`config.mk`:
```
export PLATFORM = sky130hd
export DESIGN_NAME = parking_timer
export DESIGN_NICKNAME = d
export VERILOG_FILES = /design/src/rtl/parking_timer.sv
export SDC_FILE = /design/constraint.sdc
export NUM_CORES = 1
export LEC_CHECK = 0
export CORE_AREA = 2 2 97 99
export CTS_CLUSTER_SIZE = 30
export DETAILED_ROUTE_END_ITERATION = 10
export DIE_AREA = 0 0 99 101
export GPL_ROUTABILITY_DRIVEN = 0
export GPL_TIMING_DRIVEN = 0
export HOLD_SLACK_MARGIN = 0.03
export SLEW_MARGIN = 40
export SYNTH_ARGS = -nofsm -noshare
export SYNTH_HDL_FRONTEND = slang
export SYNTH_SLANG_ARGS = --single-unit
export TNS_END_PERCENT = 5
```
`constraint.sdc`:
```
create_clock -name clk -period 2.2 [get_ports clk]
set_clock_uncertainty 0.1 [all_clocks]
set_input_delay 0.55 -clock clk [delete_from_list [all_inputs] [get_ports clk]]
set_output_delay 0.55 -clock clk [all_outputs]
set_load 0.01 [all_outputs]
```
`src/rtl/parking_timer.sv`:
```
// Per-slot occupancy and elapsed-time tracker for the parking lot.
// Feeds exit age and a one-cycle exit strobe to the cost calculator.
module parking_timer #(
  parameter int NUM_SLOTS = 4,
  parameter int SLOT_W    = 2,
  parameter int TICK_DIV  = 1000
) (
  input  logic                 clk,
  input  logic                 reset,
  input  logic                 entry_pulse,
  input  logic [SLOT_W-1:0]    entry_slot,
  input  logic                 exit_pulse,
  input  logic [SLOT_W-1:0]    exit_slot,
  output logic [7:0]           parking_time,
  output logic                 exit_detected,
  output logic [NUM_SLOTS-1:0] occupied,
  output logic [SLOT_W:0]      free_count,
  output logic                 full,
  output logic                 entry_err,
  output logic                 exit_err
);

  localparam int PW = (TICK_DIV > 1) ? $clog2(TICK_DIV) : 1;

  logic [PW-1:0]        r_presc;
  logic [7:0]           r_age [NUM_SLOTS];
  logic [NUM_SLOTS-1:0] r_occ;
  logic [SLOT_W:0]      r_free;
  logic                 r_full;
  logic [7:0]           r_ptime;
  logic                 r_exdet;
  logic                 r_ent_err;
  logic                 r_ex_err;

  logic                 w_tick;
  logic [NUM_SLOTS-1:0] w_ent_hit;
  logic [NUM_SLOTS-1:0] w_ex_hit;
  logic [NUM_SLOTS-1:0] w_ent_set;
  logic [NUM_SLOTS-1:0] w_ex_set;
  logic [NUM_SLOTS-1:0] w_occ_nxt;
  logic                 w_ent_ok;
  logic                 w_ex_ok;
  logic [7:0]           w_ex_age;
  logic [SLOT_W:0]      w_free;

  assign w_tick = (r_presc == PW'(TICK_DIV - 1));

  always_comb begin
    w_ent_hit = '0;
    w_ex_hit  = '0;
    w_ex_age  = '0;
    w_free    = '0;
    for (int i = 0; i < NUM_SLOTS; i++) begin
      if (entry_slot == SLOT_W'(i)) w_ent_hit[i] = 1'b1;
      if (exit_slot == SLOT_W'(i)) begin
        w_ex_hit[i] = 1'b1;
        w_ex_age    = r_age[i];
      end
    end
    w_ex_ok  = exit_pulse && |(w_ex_hit & r_occ);
    w_ex_set = w_ex_ok ? w_ex_hit : '0;
    // A same-cycle valid exit frees the slot for the entry.
    w_ent_ok  = entry_pulse && |(w_ent_hit & (~r_occ | w_ex_set));
    w_ent_set = w_ent_ok ? w_ent_hit : '0;
    w_occ_nxt = (r_occ & ~w_ex_set) | w_ent_set;
    for (int i = 0; i < NUM_SLOTS; i++) begin
      if (!w_occ_nxt[i]) w_free = w_free + 1'b1;
    end
  end

  always_ff @(posedge clk or posedge reset) begin
    if (reset) begin
      r_presc   <= '0;
      r_occ     <= '0;
      r_free    <= (SLOT_W + 1)'(NUM_SLOTS);
      r_full    <= 1'b0;
      r_ptime   <= '0;
      r_exdet   <= 1'b0;
      r_ent_err <= 1'b0;
      r_ex_err  <= 1'b0;
      for (int i = 0; i < NUM_SLOTS; i++) r_age[i] <= '0;
    end else begin
      r_presc   <= w_tick ? '0 : r_presc + 1'b1;
      r_occ     <= w_occ_nxt;
      r_free    <= w_free;
      r_full    <= (w_free == '0);
      r_exdet   <= w_ex_ok;
      r_ent_err <= entry_pulse & ~w_ent_ok;
      r_ex_err  <= exit_pulse & ~w_ex_ok;
      if (w_ex_ok) r_ptime <= w_ex_age;
      for (int i = 0; i < NUM_SLOTS; i++) begin
        if (w_ent_set[i])
          r_age[i] <= '0;
        else if (w_tick && r_occ[i] && r_age[i] != 8'hFF)
          r_age[i] <= r_age[i] + 1'b1;
      end
    end
  end

  assign parking_time  = r_ptime;
  assign exit_detected = r_exdet;
  assign occupied      = r_occ;
  assign free_count    = r_free;
  assign full          = r_full;
  assign entry_err     = r_ent_err;
  assign exit_err      = r_ex_err;

endmodule

```
==> impl.org <==
** Run status
- The flow ran to the end, but the final reports show violations.
- The checks that failed: negative setup slack.

** CTS
- The H-tree generated during clock tree synthesis spans 3 levels.
- For the worst-skew pair, the clock arrives at the later sink with an insertion delay of ~0.35 ns.
- TritonCTS built the clock tree.
- TritonCTS created 9 clock buffers.
- Clock tree synthesis found a total of 61 sinks.
- No sink is reached through more buffers than the 2 on the longest clock path.
- After clock tree synthesis, the clock-pin slew on the worst setup and hold paths is 0.07 ns.
- Clock root cell :: sky130_fd_sc_hd__clkbuf_8

** Flow run
- Max-cap violations in this run came to 0.

** Worst setup path
- The largest individual stage delay along the critical path comes from the cell sky130_fd_sc_hd__or3b_4.
- Largest fanout on the critical path :: 5
- Launching element type of the critical path :: input port
- Category of the most critical setup path :: in2reg
- The largest single stage delay on the critical path is 0.41 ns.
- CP arrival :: between 2 and 2.5 ns
- STA classifies the critical path endpoint as a register.
- The signal on the critical path passes through buf_12, or3b_4, a21oi_4, ha_4, nand2_2, o2bb2ai_2, or2_4, ha_4, nor2_2, o211ai_1, o211ai_1.
- Required time of the critical path :: 2.32 ns

** Global routing
- Number of antenna violations at the first check in global routing :: 0
- Remaining global-route overflow :: 0
- For this run, the total global-route usage over all layers was measured as 0.1808.
- Number of global-route vias before repair :: 2794
- Entering global routing, the biggest net connects 34 pins.
- Global-route wire length before repair :: roughly 14 mm

** Yosys
- Count of flip-flops with a built-in enable after synthesis :: 0
- The share of synthesized area in the top cell type comes to 0.4310.
- Share of the yosys chip area belonging to registers :: 0.4386
- Net count after synthesis :: 349
- Counting flops with an async set or reset pin after synthesis yields a share of 1.000.
- Synthesis-stage register bit count :: 61
- Among all flip-flop cells after synthesis, the most frequent one is sky130_fd_sc_hd__dfrtp_1.
- Number of different library cells in the post-synthesis netlist :: 54
- The Yosys step of the flow raised 0 warnings.
- Each instance of the synthesized netlist takes up on average 10.43 µm².
- By area the synthesized netlist is led by sky130_fd_sc_hd__dfrtp_1 43%, sky130_fd_sc_hd__mux4_2 5.8%, sky130_fd_sc_hd__a21oi_1 4.5%.
- Post-Syn Instances :: between 300 and 400
- The biggest area contributor in the post-synthesis netlist is sky130_fd_sc_hd__dfrtp_1.
- Combined area of all synthesized cells :: 0.003483 mm²

** STA
- In the final timing run, aggregate negative setup slack is -0.05770 ns.
- Setup violations remaining at the end of the flow were counted as 1.
- Setup repair after global routing could not meet its margin everywhere.
- Setup slack of the critical path after layout :: -0.05770 ns
- Slew Limit Fails :: 0
- At the pin with the least slew margin, the transition time is 0.8456 ns.
- Final hold viol count :: 0
- Derived from the worst setup path, the maximum achievable clock frequency is 442.9 MHz.
- Of the available clock period, the critical path in the final layout requires 1.026.
- Rel. slew slack :: 0.4351
- After layout, the minimum clock period comes to 2.258 ns.

** Die
- Overall die area :: 0.009999 mm²
- Height of the die :: 101 µm
- Effective utilization at floorplan :: 0.3880
- The die is 99 µm wide.
- The floorplan has 35 rows.
- Area of the core :: 0.008977 mm²
- Io pins :: 27

** Pwr
- The analysis attributes to cell leakage a power of 0.001735 µW.
- Cell area power density :: 688.6 mW/mm²
- The worst-case IR drop observed on VDD is between 0.2 and 0.3 mV.

** Routing
- Avg Vias per Cell :: 5.950
- Detailed-route DRC error count :: 0
- The first TritonRoute pass finished after 4 iterations.
- Total detailed-routing wirelength :: 8.582 mm
- After detailed routing, the average wire length per cell comes to 17.27 µm.
- Summing over every cut layer, the via total after detailed routing is 2957.
- In this run the remaining antenna-violating nets after routing total 0.
- In this run, the number of DRC markers left after iteration 0 of detailed routing was 142.

** Place
- In this run the tool buffered the top-level ports with 24 buffer cells.
- Worst slack, placed :: -1.113 ns
- Summed over all nets, the half-perimeter wirelength after detailed placement is 5.931 mm.
- Counting tap cells, the placed design contains a total of 470 instances.

** Layout
- Post-layout instance count excluding filler cells :: 497
- Post-layout nets :: 396
- Layout overhead on the synthesized area :: 23.13%
- The number of antenna diodes in the final layout is 0.
- In the final layout, the share of cells above drive strength 1 is 0.2332.
- Post-Route Utilization :: 0.4778

** Hold path
- The path class of the tightest hold or removal check is reg2reg.
[stage by stage]
step	instance area (µm²)	power, µW	hold WS [ns]
finish	4289	2953	0.3525
global route	4289	3088	0.3690
CTS	4253	2952	0.3564
detailed placement	3956	1821	0.3511
global placement	3934	1808	0.3382
floorplan	3555	1599	0.3245
[worst max-delay path: cells and delay by family]
kind | cells | cell delay, ns
adder cells (fa/ha/maj) | 2 | 0.51
AND/OR/NAND/NOR | 4 | 0.75
AO/OA/AOI/OAI | 4 | 0.45
buffers and inverters | 1 | 0.11
[logic make-up after synthesis]
family | synth area share
AND/OR/NAND/NOR | 0.2399
buffers and inverters | 0.03592
XOR/XNOR | 0.02012
flip-flops | 0.4386
adder cells (fa/ha/maj) | 0.02514
multiplexers | 0.09375
AO/OA/AOI/OAI | 0.1466
[per-layer routing]
| metal | global-route usage | wire [µm] |
|---|---|---|
| met2 | 0.2755 | 4058 |
| met3 | 0.03537 | 302 |
| met1 | 0.2542 | 4014 |
| met5 | 0 | 0 |
| met4 | 0.07165 | 206 |
[cell usage after synthesis, types with 2 or more instances]
library cell and n:
sky130_fd_sc_hd__o31ai_1 15, sky130_fd_sc_hd__inv_1 11, sky130_fd_sc_hd__or2_2 3, sky130_fd_sc_hd__clkbuf_1 4
sky130_fd_sc_hd__and3_1 3, sky130_fd_sc_hd__a21boi_1 2, sky130_fd_sc_hd__and3_2 3, sky130_fd_sc_hd__nor3b_1 3
sky130_fd_sc_hd__o41ai_1 4, sky130_fd_sc_hd__and2_1 2, sky130_fd_sc_hd__o211ai_1 5, sky130_fd_sc_hd__nor2b_1 4
sky130_fd_sc_hd__nand4_1 7, sky130_fd_sc_hd__buf_2 4, sky130_fd_sc_hd__buf_6 3, sky130_fd_sc_hd__xnor2_1 2
sky130_fd_sc_hd__nor3_1 4, sky130_fd_sc_hd__nand3b_1 5, sky130_fd_sc_hd__nand3_1 21, sky130_fd_sc_hd__a211oi_1 3
sky130_fd_sc_hd__nor2_1 14, sky130_fd_sc_hd__o21ai_0 12, sky130_fd_sc_hd__or3_1 6, sky130_fd_sc_hd__or4_1 16
sky130_fd_sc_hd__nand4_4 4, sky130_fd_sc_hd__nor4_1 4, sky130_fd_sc_hd__a21oi_1 31, sky130_fd_sc_hd__and3b_1 3
sky130_fd_sc_hd__dfrtp_1 60, sky130_fd_sc_hd__mux4_2 9, sky130_fd_sc_hd__mux2_2 11, sky130_fd_sc_hd__ha_1 7
sky130_fd_sc_hd__nand2_1 22, sky130_fd_sc_hd__xor2_1 6, sky130_fd_sc_hd__buf_4 2
[cells in the final DEF, fill, tap and decap left out, drive strengths merged, types with 14 or more instances in the layout]
cell type and n:
a21oi 31, o31ai 15, nor2 14, clkdlybuf4s50 20, nand2 23, clkbuf 16, or4 16, buf 24
nand3 21, dfrtp 60
[final timing paths]
kind	to	cells past startpoint	slack [ns]	from
setup / recovery	full$_DFF_PP0_	11	-0.06	exit_slot[1]
max in group asynchronous	free_count[2]$_DFF_PP1_	3	1.00	reset
hold reg to reg	r_presc[0]$_DFF_PP0_	1	0.35	r_presc[0]$_DFF_PP0_
min in group asynchronous	r_presc[3]$_DFF_PP0_	2	0.44	reset
hold / removal	r_presc[0]$_DFF_PP0_	1	0.35	r_presc[0]$_DFF_PP0_
setup reg to reg	full$_DFF_PP0_	9	0.06	occupied[2]$_DFF_PP0_
[state kept, by name, indices dropped and copies added, names as in the netlist]
register	cells
exit_detected	1
r_presc	10
full	1
occupied	4
parking_time	8
entry_err	1
exit_err	1
free_count	3
r_age	32
[repair_timing]
action	CTS	global route
endpoints found under the setup margin	16	15
resized for setup	25	10
hold buffers	0	0
pin swaps	9	9
buffers inserted	7	4
[power by group]
group | leakage, µW | switching (µW) | internal (µW)
logic | 0.000816 | 271 | 301
registers | 0.000812 | 72.0 | 1210
clock network | 0.000107 | 470 | 634
[cell type report]
class / instances / area, µm²
Fill cell: 833 / 4688
Clock buffer: 11 / 131.4
Tap cell: 111 / 138.9
Clock inverter: 5 / 75.07
Timing Repair Buffer: 36 / 347.8
Buffer: 13 / 111.4
Multi-Input combinational cell: 249 / 1912
Inverter: 11 / 43.79
Sequential cell: 61 / 1529
(Power assumes the default switching activity.)
